===== src/rtl/sync_fifo.sv =====
// sync_fifo: single-clock FIFO with registered read data and count-decoded flags; define SYNC_FIFO_ERR_FLAGS_EN for o_overflow/o_underflow.
module sync_fifo #(
    parameter int DATA_W       = 8,
    parameter int DEPTH        = 16,
    parameter int ALM_FULL_TH  = DEPTH - 2,
    parameter int ALM_EMPTY_TH = 2
) (
    input  logic                     clk,
    input  logic                     rst,
    input  logic                     i_wren,
    input  logic [DATA_W-1:0]        i_wrdata,
    input  logic                     i_rden,
    output logic [DATA_W-1:0]        o_rddata,
    output logic                     o_full,
    output logic                     o_empty,
    output logic                     o_alm_full,
    output logic                     o_alm_empty,
`ifdef SYNC_FIFO_ERR_FLAGS_EN
    output logic                     o_overflow,
    output logic                     o_underflow,
`endif
    output logic [$clog2(DEPTH):0]   o_count
);
    localparam int AW = $clog2(DEPTH);
    localparam int CW = AW + 1;
    logic [DATA_W-1:0] mem [DEPTH];
    logic [AW-1:0]     wp, rp;
    logic              wr_ok, rd_ok;
    assign wr_ok = i_wren && !o_full;
    assign rd_ok = i_rden && !o_empty;
    always_comb begin
        o_full      = o_count == CW'(DEPTH);
        o_empty     = o_count == '0;
        o_alm_full  = o_count >= CW'(ALM_FULL_TH);
        o_alm_empty = o_count <= CW'(ALM_EMPTY_TH);
    end
    always_ff @(posedge clk)
        if (wr_ok && !rst) mem[wp] <= i_wrdata;
    always_ff @(posedge clk) begin
        if (rst) begin
            wp       <= '0;
            rp       <= '0;
            o_count  <= '0;
            o_rddata <= '0;
        end else begin
            if (wr_ok) wp <= wp + AW'(1);
            if (rd_ok) begin
                rp       <= rp + AW'(1);
                o_rddata <= mem[rp];
            end
            o_count <= o_count + CW'(wr_ok) - CW'(rd_ok);
        end
    end
`ifdef SYNC_FIFO_ERR_FLAGS_EN
    always_ff @(posedge clk) begin
        if (rst) begin
            o_overflow  <= 1'b0;
            o_underflow <= 1'b0;
        end else begin
            o_overflow  <= i_wren && o_full;
            o_underflow <= i_rden && o_empty;
        end
    end
`endif
endmodule


===== config.mk =====
export PLATFORM = sky130hd
export DESIGN_NAME = sync_fifo
export DESIGN_NICKNAME = d
export VERILOG_FILES = /design/src/rtl/sync_fifo.sv
export SDC_FILE = /design/constraint.sdc
export NUM_CORES = 1
export LEC_CHECK = 0
export BUFFER_PORTS_ARGS = -buffer_cell sky130_fd_sc_hd__buf_4
export CORE_UTILIZATION = 55
export DETAILED_ROUTE_END_ITERATION = 7
export GPL_ROUTABILITY_DRIVEN = 0
export GPL_TIMING_DRIVEN = 1
export HOLD_SLACK_MARGIN = 0.1
export PLACE_DENSITY = 0.72
export RECOVER_POWER = 100
export SLEW_MARGIN = 20
export SYNTH_ARGS = -nofsm -noshare
export SYNTH_HDL_FRONTEND = slang
export SYNTH_SLANG_ARGS = --single-unit

===== constraint.sdc =====
create_clock -name clk -period 2.78 [get_ports clk]
set_input_delay 0.556 -clock clk [delete_from_list [all_inputs] [get_ports clk]]
set_output_delay 0.556 -clock clk [all_outputs]
set_load 0.005 [all_outputs]

Word-level counts from Yosys, hierarchy flattened

Memories as Yosys holds them, arrays and structs flattened. A register that Yosys moved wholly into a read port is not among the register bits.
Index checks and enable logic that the tools add are counted.
W data, S select, Z words.

Register bits after elaboration: 13
Memory bits (writable): 128
Bits of input ports: 12
Output and inout port bits: 17
Word-level logic and storage cells: 20
Memories kept: 1

Add/sub/neg operators: 4
Order comparisons: 2
Equality and inequality tests: 1
Mux-type cells: 2
Reduce and logical (&&, ||, !) cells: 7

Memory list:

| name | words | bits a word | rd ports | clocked after Yosys merged registers in | write ports | RTL line | RTL |
|---|---|---|---|---|---|---|---|
| mem  | 16    | 8           | 1        | 1                                       | 1           | 26       | `logic [DATA_W-1:0] mem [DEPTH];` |

Operators by type and width:

| operator              | number |
|---|---|
| $add A4 B1 Y4 const B | 2 |
| $add A5 B1 Y5         | 1 |
| $eq A5 B5 Y1 const B  | 1 |
| $ge A5 B4 Y1 const B  | 1 |
| $le A5 B2 Y1 const B  | 1 |
| $logic_not A5 Y1      | 1 |
| $sub A5 B1 Y5         | 1 |
| $logic_and A1 B1 Y1   | 3 |
| $logic_not A1 Y1      | 3 |
| $mux W1               | 2 |

Longest topological paths before layout

Depth after elaboration: 6
Depth in mapped cells: 14
Mapped depth without buffers: 14

Worst setup path before layout

Ideal clock, no wire load.

Path kind: reg-to-reg
Start: register o_count[2]
End: register o_count[4]
Setup time: 128 ps
Arrival time: 2485 ps
Data required time: 2652 ps
Setup slack: 167 ps
Cell stages (with the launch flop): 15
Buffers on the path: 0
Period minus slack after synthesis: 2613 ps
Path through: dfxtp_1 inv_1 ha_1 or4b_4 nand2_2 inv_2 ha_1 inv_1 ha_1 inv_1 fa_1 o21bai_1 a21oi_1 xnor2_1 nor2_1

Elaborated cells between the ends (all ways): 8
Classes of those cells: add/sub (2); eq/ne (1); reduce/logical (5)

RTL lines:

| item                     | RTL line | RTL |
|---|---|---|
| start: declaration       | 22       | `output logic [$clog2(DEPTH):0] o_count` |
| start signal: assignment | 51       | `o_count <= o_count + CW'(wr_ok) - CW'(rd_ok);` |
| $logic_not A5 Y1         | 33       | `o_empty = o_count == '0;` |
| $logic_not A1 Y1         | 30       | `assign rd_ok = i_rden && !o_empty;` |
| $logic_and A1 B1 Y1      | 30       |  |
| via rd_ok                | 28       | `logic wr_ok, rd_ok;` |
| $sub A5 B1 Y5            | 51       |  |

The timed path passes the listed nets, and every way through them passes these cells.
A chain may end at the register's enable or synchronous reset.

Final worst setup path

Start: register o_count[3]
End: register o_count[4]

The elaborated chain is that of the path after synthesis.

==> impl_metrics.json <==
{
  "yosys.area.top_type": "edfxtp_1",
  "grt_pass1_wl_um": 17640,
  "combPwrFrac_pct": 21.6,
  "drc": 0,
  "postSynthCellCount": 331,
  "synthesis.nets": 360,
  "slew_headroom_pct": 53.36,
  "ys_async_sr_fraction_pct": 0,
  "yosysMostFrequentCell": "edfxtp_1",
  "ys_seq_elements": 149,
  "grt_util_all_layers_pct": 22.06,
  "synth_warnings": 0,
  "drt-wirelength-per-cell_um": 21.28,
  "initial_core_util_pct": 56.53,
  "status": "finished, final reports clean",
  "synthFlopType": "edfxtp_1",
  "period_needed_ns": 2.607,
  "synth.distinct_cells": 36,
  "cts_buffers": 17,
  "critPathBufInv": 4,
  "vdd_drop_max_mv": 0.5568,
  "holdWs_ns": 0.3461,
  "io_buffers": 28,
  "path_clk_slew_ns": 0.06,
  "power_leakage_nw": 2.381,
  "critPathTopFamily": "adder cells",
  "switching_share_pct": 26.61,
  "worst-path-max-fanout": 4,
  "cts_max_level": 4,
  "reg2reg_depth": 14,
  "fp.dieW_um": 107.6,
  "fin_crit_sh_pct": 93.77,
  "synth_compound_area_share_pct": 2.082,
  "endpoint_kind": "flop",
  "wirelength_um": 11430,
  "finalHoldViolCount": 0,
  "instances_no_fill": 537,
  "final_nets": 413,
  "drv_slew": 0,
  "synth_simple_gate_area_share_pct": 5.288,
  "fmax_ghz": 0.3836,
  "clkPwrFrac_pct": 35.3,
  "cts-root-buf": "clkbuf_8",
  "worstSetupPathType": "reg2reg",
  "hold_path.class": "in2reg",
  "required_ns": 3.18,
  "synthAdderAreaFrac_pct": 3.593,
  "die_area_um2": 11570,
  "clock_skew_ns": 0.01582,
  "drive_gt1_share_pct": 21.41,
  "synthTopCellsByCount": "128 x edfxtp_1, 21 x dfxtp_1, 21 x nor2_1",
  "crit_path_start_kind": "flop",
  "area_growth_pct": 15.33,
  "synth_area_leaders": "edfxtp_1 63%, mux4_1 8.1%, dfxtp_1 6.9%",
  "p_int_w": 0.004537,
  "synth_edf_count": 128,
  "slowest_stage": "or4b_4",
  "power.density_nw_per_um2": 874.6,
  "max_stage_delay_ns": 0.49,
  "dpl.hpwl_um": 7192,
  "core_um2": 10840,
  "die_h_um": 107.6,
  "cap_violations": 0,
  "grt_pass1_vias": 3197,
  "dr.pass1.iters": 4,
  "worst-path-stages": 14,
  "ys_seq_area_share_pct": 69.58,
  "p_switching_w": 0.001645,
  "cts_tree": "yes",
  "seqPwrFrac_pct": 43.1,
  "io_pins": 29,
  "avgSynthCellArea_um2": 18.51,
  "grt_remaining_overflow": 0,
  "synthMuxAreaShare_pct": 15.54,
  "clockBufferDepth": 2,
  "antenna_found_initial": 0,
  "netlist.area_leader.share_pct": 62.72,
  "dp.cells": 505,
  "worstPathArrival_ns": 3.00,
  "rsz0062_at_grt": "no",
  "fillers": 768,
  "setup_tns_ns": 0,
  "holdBufCountCts": 0,
  "crit_chain": "inv_2 > ha_4 > or4b_4 > nand2_4 > inv_2 > ha_1 > inv_1 > ha_1 > inv_1 > fa_2 > o21bai_1 > a21oi_1 > xnor2_1 > nor2_1",
  "viasPerCell": 5.810,
  "clock_latency_ns": 0.52,
  "synth_area_um2": 6128,
  "grt_max_degree": 36,
  "synth-xor-area-share_pct": 1.143,
  "final_antenna_net_count": 0,
  "dr.first_iter.drc_count": 213,
  "cts.sinks": 149,
  "synth_top_family_by_area": "multiplexers",
  "worst-slew-pin-transition_ns": 0.6996,
  "setup_viol": 0,
  "row_count": 38,
  "min_delay_path_depth": 3,
  "vias": 3120,
  "antenna-diode-count": 0
}
==> timing repair <==
item | 4_1_cts | 5_1_grt
setup endpoints to repair | 0 | 1
buffers inserted | 0 | 0
resized for setup | 0 | 7
==> final timing paths <==
| check | start | end | slack (ns) |
|---|---|---|---|
| worst min-delay path | i_wren | wp[1] | 0.35 |
| worst max-delay path | o_count[3] | o_count[4] | 0.17 |
| worst min register to register | o_rddata[0] | o_rddata[0] | 0.50 |
| worst max register to register | o_count[3] | o_count[4] | 0.17 |
==> cell type report <==
type                            count  area, µm²  area share [%]
Inverter                           14      52.55          0.7435
Tap cell                          140      175.2           2.478
Timing Repair Buffer               50      296.5           4.195
Clock inverter                     14      150.1           2.124
Sequential cell                   149       4267           60.36
Multi-Input combinational cell    152       1709           24.18
Clock buffer                       18      417.9           5.913
==> worst reg2reg max path: cells and delay by family (launching register included) <==
family,cells,cell delay [ns]
AOI/OAI and AO/OA,2,0.23
and+or+nand+nor,3,0.63
buffers and inverters,4,0.26
xor gates and xnor gates,1,0.15
adders and majority gates,4,0.89
DFF,1,0.34
==> flip-flops by register name (all words and copies together), names as in the netlist <==
register / flops
mem: 128
o_count: 5
o_rddata: 8
rp: 4
wp: 4
==> power groups by stage <==
stage | combinational, W | sequential, W | clock, W
final | 0.00133 | 0.00266 | 0.00218
after detailed placement | 0.00137 | 0.00271 | 0
after CTS | 0.00138 | 0.00266 | 0.00222
after floorplan | 0.00100 | 0.00267 | 0
after global placement | 0.00135 | 0.00270 | 0
after global routing | 0.00148 | 0.00268 | 0.00231
==> logic make-up (layout without fill, tap and decap cells) <==
| logic type | after synthesis | after routing |
|---|---|---|
| multiplexers | 48 | 48 |
| AO/OA/AOI/OAI | 18 | 18 |
| AND/OR/NAND/NOR | 61 | 61 |
| adder cells (fa/ha/maj) | 17 | 17 |
| XOR/XNOR | 8 | 8 |
| flip-flops | 149 | 149 |
| buffers and inverters | 30 | 96 |
==> routing by layer <==
layer	wire, µm	share of wire [%]	GRT usage (%)
met5	0	0	0
met4	184	1.6	10.76
met3	599	5.2	4.479
met2	5687	50	34.02
met1	4956	43	30.16
==> through the flow <==
stage	utilization [%]	setup slack (ns)	power (W)	instance area (µm²)
2_1_floorplan	-	0.1674	0.003670	6128
3_3_place_gp	60.65	0.09062	0.004051	6575
3_5_place_dp	60.65	0.01151	0.004081	6575
4_1_cts	65.89	0.007690	0.006263	7143
5_1_grt	65.20	0.04016	0.006463	7068
6_report	65.20	0.1732	0.006182	7068
==> cells in the final DEF (no fill, tap or decap), types with 3 or more instances in the layout <==
cell type and instances:
a21oi_1 6, buf_4 7, clkbuf_1 18, clkbuf_16 16, clkbuf_2 11, clkbuf_4 14, clkinv_4 3, dfxtp_1 19
edfxtp_1 128, ha_1 15, inv_1 11, inv_2 3, inv_6 5, mux2i_1 16, mux4_1 19, mux4_2 13
nand2_1 10, nand3_1 5, nand3b_1 9, nor2_1 21, nor3_1 6, o221ai_1 8, xnor2_1 6
(Power assumes the default switching activity.)
